**src/rtl/wb_arbiter.sv**
```systemverilog
// Register-file write-port arbiter: merges pipeline writeback with buffered long-latency
// results, forces drain slots when the buffer starves or fills, and exposes pending writes.
module wb_arbiter #(
  parameter int WIDTH_I      = 32,
  parameter int ADDR_RFILE   = 5,
  parameter int DEPTH_RFILE  = 2**ADDR_RFILE,
  parameter int FIFO_DEPTH   = 4,
  parameter int STARVE_LIMIT = 8
) (
  input  logic                          clk,
  input  logic                          rst_n,
  input  logic                          pipe_wen,
  input  logic [ADDR_RFILE-1:0]         pipe_waddr,
  input  logic [WIDTH_I-1:0]            pipe_wdata,
  input  logic                          ll_valid,
  output logic                          ll_ready,
  input  logic [ADDR_RFILE-1:0]         ll_addr,
  input  logic [WIDTH_I-1:0]            ll_data,
  output logic                          w_en,
  output logic [ADDR_RFILE-1:0]         w_addr,
  output logic [WIDTH_I-1:0]            w_data,
  output logic                          stall_req,
  output logic [DEPTH_RFILE-1:0]        pend_mask,
  output logic [$clog2(FIFO_DEPTH):0]   fifo_cnt
);

  localparam int PTR_W = $clog2(FIFO_DEPTH);
  localparam int CNT_W = PTR_W + 1;
  localparam int STV_W = $clog2(STARVE_LIMIT + 1);
  localparam logic [CNT_W-1:0] CNT_FULL  = CNT_W'(FIFO_DEPTH);
  localparam logic [STV_W-1:0] STV_LIMIT = STV_W'(STARVE_LIMIT);

  typedef struct packed {
    logic [ADDR_RFILE-1:0] addr;
    logic [WIDTH_I-1:0]    data;
  } entry_t;

  typedef struct packed {
    logic                  en;
    logic                  ll;
    logic [ADDR_RFILE-1:0] addr;
    logic [WIDTH_I-1:0]    data;
  } wr_t;

  entry_t                  mem_q [FIFO_DEPTH];
  logic [FIFO_DEPTH-1:0]   vld_q,     vld_d;
  logic [PTR_W-1:0]        wr_ptr_q,  wr_ptr_d;
  logic [PTR_W-1:0]        rd_ptr_q,  rd_ptr_d;
  logic [CNT_W-1:0]        cnt_q,     cnt_d;
  logic [STV_W-1:0]        starve_q,  starve_d;
  wr_t                     slot_q,    slot_d;
  wr_t                     out_q,     out_d;

  logic push;
  logic pop;
  logic pipe_take;

  // Pop decisions look only at registered occupancy, so a same-cycle push is never bypassed.
  // NOTE: every signal written here gets a default first, otherwise a missed branch infers a latch.
  always_comb begin
    ll_ready  = (cnt_q != CNT_FULL) && rst_n;
    push      = ll_valid && ll_ready && (ll_addr != '0);
    pipe_take = pipe_wen && (pipe_waddr != '0);
    pop       = !pipe_take && (cnt_q != '0);

    vld_d    = vld_q;
    wr_ptr_d = wr_ptr_q;
    rd_ptr_d = rd_ptr_q;
    cnt_d    = cnt_q;
    slot_d   = '0;
    out_d    = slot_q;

    if (pipe_take) begin
      slot_d = '{en: 1'b1, ll: 1'b0, addr: pipe_waddr, data: pipe_wdata};
    end else if (pop) begin
      slot_d = '{en: 1'b1, ll: 1'b1, addr: mem_q[rd_ptr_q].addr, data: mem_q[rd_ptr_q].data};
    end

    if (push) begin
      vld_d[wr_ptr_q] = 1'b1;
      wr_ptr_d        = wr_ptr_q + 1'b1;
    end
    if (pop) begin
      vld_d[rd_ptr_q] = 1'b0;
      rd_ptr_d        = rd_ptr_q + 1'b1;
    end

    case ({push, pop})
      2'b10:   cnt_d = cnt_q + 1'b1;
      2'b01:   cnt_d = cnt_q - 1'b1;
      default: cnt_d = cnt_q;
    endcase

    if ((cnt_q == '0) || pop) begin
      starve_d = '0;
    end else if (starve_q != STV_LIMIT) begin
      starve_d = starve_q + 1'b1;
    end else begin
      starve_d = starve_q;
    end
  end

  // NOTE: sequential state uses non-blocking assignments so every flop samples pre-edge values.
  always_ff @(posedge clk) begin
    if (!rst_n) begin
      vld_q    <= '0;
      wr_ptr_q <= '0;
      rd_ptr_q <= '0;
      cnt_q    <= '0;
      starve_q <= '0;
      slot_q   <= '0;
      out_q    <= '0;
    end else begin
      vld_q    <= vld_d;
      wr_ptr_q <= wr_ptr_d;
      rd_ptr_q <= rd_ptr_d;
      cnt_q    <= cnt_d;
      starve_q <= starve_d;
      slot_q   <= slot_d;
      out_q    <= out_d;
    end
  end

  // NOTE: buffer storage is not reset; the valid bits alone decide whether an entry is live.
  always_ff @(posedge clk) begin
    if (push) begin
      mem_q[wr_ptr_q] <= '{addr: ll_addr, data: ll_data};
    end
  end

  // A long-latency write stays pending from push until the register file commits it.
  always_comb begin
    pend_mask = '0;
    for (int i = 0; i < FIFO_DEPTH; i++) begin
      if (vld_q[i]) pend_mask[mem_q[i].addr] = 1'b1;
    end
    if (slot_q.en && slot_q.ll) pend_mask[slot_q.addr] = 1'b1;
    if (out_q.en && out_q.ll)   pend_mask[out_q.addr]  = 1'b1;
    pend_mask[0] = 1'b0;
  end

  assign stall_req = (starve_q == STV_LIMIT) || (cnt_q == CNT_FULL);
  assign fifo_cnt  = cnt_q;
  assign w_en      = out_q.en;
  assign w_addr    = out_q.addr;
  assign w_data    = out_q.data;

endmodule

```
**config.mk**
```make
export PLATFORM = sky130hd
export DESIGN_NAME = wb_arbiter
export DESIGN_NICKNAME = d
export VERILOG_FILES = /design/src/rtl/wb_arbiter.sv
export SDC_FILE = /design/constraint.sdc
export NUM_CORES = 1
export LEC_CHECK = 0
export CORE_ASPECT_RATIO = 1.5
export CORE_UTILIZATION = 58
export CTS_CLUSTER_SIZE = 12
export DETAILED_ROUTE_END_ITERATION = 8
export PLACE_DENSITY = 0.91
export REMOVE_ABC_BUFFERS = 1
export SETUP_SLACK_MARGIN = 0.3
export SYNTH_ARGS = -nofsm -noshare
export SYNTH_HDL_FRONTEND = slang
export SYNTH_SLANG_ARGS = --single-unit
```
**constraint.sdc**
```tcl
create_clock -name clk -period 6.85 [get_ports clk]
set_input_delay 1.0275 -clock clk [delete_from_list [all_inputs] [get_ports clk]]
set_output_delay 1.0275 -clock clk [all_outputs]
set_load 0.05 [all_outputs]
```
* After elaboration in Yosys (flattened, before gate mapping)
Memories as Yosys holds them, arrays and structs flattened. A register that Yosys moved wholly into a read port is not among the register bits. Cells that the tools add are included.
Operators by class: add/subtract/negate cells 5, magnitude comparators 16, equality and inequality tests 6, muxes and demuxes 31, bitwise gates (word level) 9, reduce and logical (&&, ||, !) cells 25
Operators with widths (number):
- $mux 32 | 6
- $or 32x32->32 | 5
- $mux 39 | 2
- $lt 5x6->1 const B | 6
- $demux 1 s5 | 6
- $ge 5x1->1 const B | 6
- $logic_and 1x1->1 | 15
- $mux 1 | 10
- $reduce_bool 5->1 | 2
- $mux 4 | 2
- $lt 2x3->1 const B | 2
- $pmux 3 s2 | 1
- $add 2x1->2 const B | 2
- $add 4x1->4 const B | 1
- $and 4x4->4 | 1
- $demux 1 s2 | 2
- $eq 4x4->1 const B | 1
- $ge 2x1->1 const B | 2
- $mux 2 | 2
- $ne 4x4->1 const B | 1
- $not 4->4 | 1
- $or 4x4->4 | 1
- $reduce_or 2->1 | 2
- $add 3x1->3 const B | 1
- other kinds (11) | 12
Word-level totals: register bits 93, RAM bits 148, output and inout bits 75, memories 1
Memory list:
- mem_q | words 4, bits a word 37, read ports 5, clocked after memory_dff 1, write ports 1, RTL line 45 | entry_t mem_q [FIFO_DEPTH];

* Longest topological paths before layout
An unclocked memory read counts as a cell.
depth in word-level cells 16, gate-level depth with buffers 10

* Least setup slack after synthesis
Ideal clock, no wire load.
path type in2reg, start input ll_addr[1], end memory mem_q[0][0] (netlist name), enable pin, arrival time 3034 ps, data required time 6419 ps, setup slack 3384 ps, stages on the path 5, buffers on the path 1, cell sequence nor3_1 nand2_1 nand4_1 clkbuf_1 nor2_1
On the way: word-level cells in the longest chain between the ends 4
Ends and longest elaborated chain:
- from (decl) | RTL line 17 | input logic [ADDR_RFILE-1:0] ll_addr,
- $reduce_bool 5->1 | RTL line 62 | push = ll_valid && ll_ready && (ll_addr != '0);
- $logic_and 1x1->1 | RTL line 62
- $mux 1 | RTL line 126 | if (push) begin
- $mux 1 (implied by the code) | RTL line 127 | mem_q[wr_ptr_q] <= '{addr: ll_addr, data: ll_data};
- to (decl) | RTL line 45
No other way between the ends.

* Worst setup path in the final report
start register vld_q[0], end output pend_mask[21]
On the way: word-level cells in the longest chain between the ends 11
Ends and longest elaborated chain:
- from (decl) | RTL line 46 | logic [FIFO_DEPTH-1:0] vld_q, vld_d;
- from (signal assigned) | RTL line 114 | vld_q <= vld_d;
- $mux 32 (*) | RTL line 135 | if (vld_q[i]) pend_mask[mem_q[i].addr] = 1'b1;
- $or 32x32->32 (no line)
- $mux 32 (*) | RTL line 135
- $or 32x32->32 (no line)
- $mux 32 (*) | RTL line 135
- $or 32x32->32 (no line)
- $mux 32 (*) | RTL line 135
- $or 32x32->32 (no line)
- $mux 32 (*) | RTL line 137 | if (slot_q.en && slot_q.ll) pend_mask[slot_q.addr] = 1'b1;
- $or 32x32->32 (no line)
- $mux 32 (*) | RTL line 138 | if (out_q.en && out_q.ll) pend_mask[out_q.addr] = 1'b1;
- to (decl) | RTL line 23 | output logic [DEPTH_RFILE-1:0] pend_mask,
Mark *: on every way between the ends. The rest lies on a longest branch, timed or not.

==> flow_summary.ini <==
[critical_path]
cp_max_fo = 7
critPathKind = reg -> out
cp.required_ns = 5.82
startpoint_type = register
crit_arrival_ns = 3.11
max_stage_delay_ns = 0.85
cp_cell_sequence = inv_1, nor3b_1, a221oi_1, o221ai_1, clkdlybuf4s50_1
cp_slowest_cell = clkdlybuf4s50_1
crit_path_end_kind = output port

[pwr]
p_clk_share_pct = 35.3
combPwrFrac_pct = 13.8
p_sw_share_pct = 24.6
powerDensity_nw_per_um2 = 271
vdd_drop_max_mv = 0.216
power_frac_seq_pct = 51.0
static-leakage-power_nw = 4.02
power.internal_mw = 2.51
p_sw_uw = 818

[synthesis]
ys_warn_count = 0
synth_edf_count = 148
synth-async-reset-ratio_pct = 0
synth_seq_cells = 243
synth.distinct_cells = 46
synthTopCellsByArea = edfxtp_1 43%, dfxtp_1 19%, mux4_2 8.1%, a22o_1 3.1%, buf_4 2.8%
synth_area_sq_um = 10200
yosys.area.top_type = edfxtp_1
netlist_instances = 727
ys_seq_area_share_pct = 62.0
synth_area_per_cell_sq_um = 14.1
synth_top_area_share_pct = 43.4
synth_top_flop_cell = edfxtp_1

[sta]
maxSlewViolCount = 0
fin_tns_setup_ns = 0
whs_ns = 0.430
max_slew.worst_pin.slew_ns = 1.04
final.period_utilization_pct = 60.5
slew_headroom_pct = 30.7
max_freq_mhz = 241
fin_worst_skew_ns = 0.0284
post-route-min-period_ns = 4.14
final-hold-violation-count = 0
finalSetupViolCount = 0
rsz0062_at_grt = no

[cells_and_area]
nets = 922
area.sequential_sq_um = 6350
drive_gt1_share_pct = 11.0
final_cells = 1065
fillers = 1108
multi_input_area_sq_um = 3370
areaGrowthSynthToFinish_pct = 20.3

[drt]
drtIter0Drc = 790
drt_pass1_iterations = 5
vias_per_cell = 6.40
wl_um = 24100
vias = 6821
wl_per_cell_um = 22.6
postRouteAntennaNets = 0
route.detailed.drc = 0

[placement]
gp_congestion = 1.03
portBuffers = 151
place_inst = 1019
dpl.hpwl_um = 15500

[die]
fp.dieArea_sq_um = 18200
rows = 59
initial_core_util_pct = 59.2
die_w_um = 110
core_sq_um = 17300
die-height_um = 165
io_pins = 153

[cts]
post_cts_resized = 0
cts_sinks = 243
post-cts-setup-buffers = 0
clockRootBuffer = clkbuf_16
h-tree-depth = 1
path_clk_slew_ns = 0.06
clk_path_buf_depth = 3
clock_latency_ns = 0.53
cts_buffers = 24
cts_hold_buf = 0
cts_tree = yes

[flow_run]
drv_cap = 0

[global_route]
grt.overflow.total = 0
grt_first_pass_wirelength_um = 37500
grt_usage_pct = 26.8
antenna_found_initial = 2
grt_max_degree = 59
first_global_vias = 6867

[status]
status = completed

[worst_hold_path]
holdCritPathClass = reg -> reg
## power groups by stage
stage               combinational, mW  sequential, mW  clock, mW
floorplan                       0.210            1.79          0
global placement                0.448            1.72          0
detailed placement              0.460            1.72          0
CTS                             0.462            1.70       1.20
global route                    0.492            1.71       1.25
finish                          0.459            1.70       1.17
## layout make-up
cell class                 instances  share of cell area (%)
antenna                            3                  0.0610
clock buffer                      40                    5.46
clock inverter                     3                   0.203
inverter                          19                   0.579
multi-input combinational        387                    27.4
sequential                       243                    51.6
tap                              213                    2.17
timing repair buffer             157                    12.6
## placed cells by master (no fill, tap or decap), types with 3 or more instances in the layout
| cell | netlist | layout |
|---|---|---|
| clkdlybuf4s50_1 | 0 | 150 |
| edfxtp_1 | 148 | 148 |
| dfxtp_1 | 95 | 93 |
| and2_1 | 45 | 45 |
| mux4_2 | 37 | 37 |
| a22o_1 | 36 | 36 |
| a221oi_1 | 32 | 32 |
| o221ai_1 | 30 | 30 |
| o22ai_1 | 28 | 28 |
| clkbuf_16 | 0 | 24 |
| nand2_1 | 22 | 22 |
| nor2_1 | 25 | 21 |
| nand3b_1 | 20 | 20 |
| inv_1 | 19 | 19 |
| clkbuf_1 | 24 | 14 |
| or3b_2 | 13 | 13 |
| nand3_1 | 11 | 11 |
| nor3b_1 | 11 | 11 |
| ha_1 | 11 | 11 |
| or3_1 | 9 | 9 |
| o21ai_0 | 9 | 9 |
| and3_1 | 6 | 6 |
| buf_4 | 38 | 6 |
| nor3_1 | 5 | 5 |
| nor2_4 | 1 | 5 |
| and3b_1 | 4 | 4 |
| diode_2 | 0 | 3 |
| nand4_1 | 3 | 3 |
| nand4b_1 | 3 | 3 |
| a21oi_1 | 3 | 3 |
| xnor2_1 | 3 | 3 |
| mux2i_1 | 3 | 3 |
## registers in the layout (all words and copies together) (netlist names), named ones only
name	flops
mem_q	148
out_d	39
w_data	32
w_addr	5
starve_q	4
vld_q	4
fifo_cnt	3
rd_ptr_q	2
wr_ptr_q	2
out_q	1
w_en	1
## cell families after synthesis
| kind of cell | share of synthesized area, % |
|---|---|
| other | 0.0366 |
| buffers and inverters | 5.37 |
| adder cells (fa/ha/maj) | 1.54 |
| flip-flops | 62.0 |
| multiplexers | 8.55 |
| AND/OR/NAND/NOR | 10.6 |
| AO/OA/AOI/OAI | 11.5 |
| XOR/XNOR | 0.428 |
## worst paths after layout
check                      startpoint                  endpoint  slack (ns)  cells past startpoint
max               vld_q[0]$_SDFF_PN0_             pend_mask[21]        2.71                      5
min reg2reg      out_d[18]$_SDFF_PN0_     w_data[18]$_SDFF_PN0_        0.43                      1
max reg2reg  fifo_cnt[0]$_SDFFE_PN0P_  fifo_cnt[2]$_SDFFE_PN0P_        4.11                      9
min              out_d[18]$_SDFF_PN0_     w_data[18]$_SDFF_PN0_        0.43                      1
## worst max-delay path: cells and delay by family, from the launching register on
kind | cells | cell delay [ns]
compound gates | 2 | 0.39
buf+inv | 2 | 0.96
simple gates | 1 | 0.82
flops | 1 | 0.42
## layer usage
metal  track usage (%)  wire (um)  up-vias
met1              31.1       8420     3245
met4              16.7       1370        0
li1                  -          -     3035
met5                 0          0        -
met2              47.2      12600      439
met3              3.78       1650      102
## cells in the mapped netlist (6+ instances only)
master,number
edfxtp_1,148
dfxtp_1,95
and2_1,45
buf_4,38
mux4_2,37
a22o_1,36
a221oi_1,32
o221ai_1,30
o22ai_1,28
nor2_1,25
clkbuf_1,24
nand2_1,22
nand3b_1,20
inv_1,19
or3b_2,13
ha_1,11
nand3_1,11
nor3b_1,11
buf_2,10
o21ai_0,9
or3_1,9
and3_1,6
## metrics by stage
stage | total power, mW | utilization (%) | area (sq um) | worst slack, ns
2_1_floorplan | 2.00 | - | 9750 | 3.29
3_3_place_gp | 2.17 | 67.2 | 11600 | 2.93
3_5_place_dp | 2.18 | 67.2 | 11600 | 2.85
4_1_cts | 3.36 | 71.2 | 12300 | 2.83
5_1_grt | 3.45 | 71.2 | 12300 | 2.52
6_report | 3.33 | 71.3 | 12300 | 2.71
Note: power is estimated with default switching activity, not from simulation.
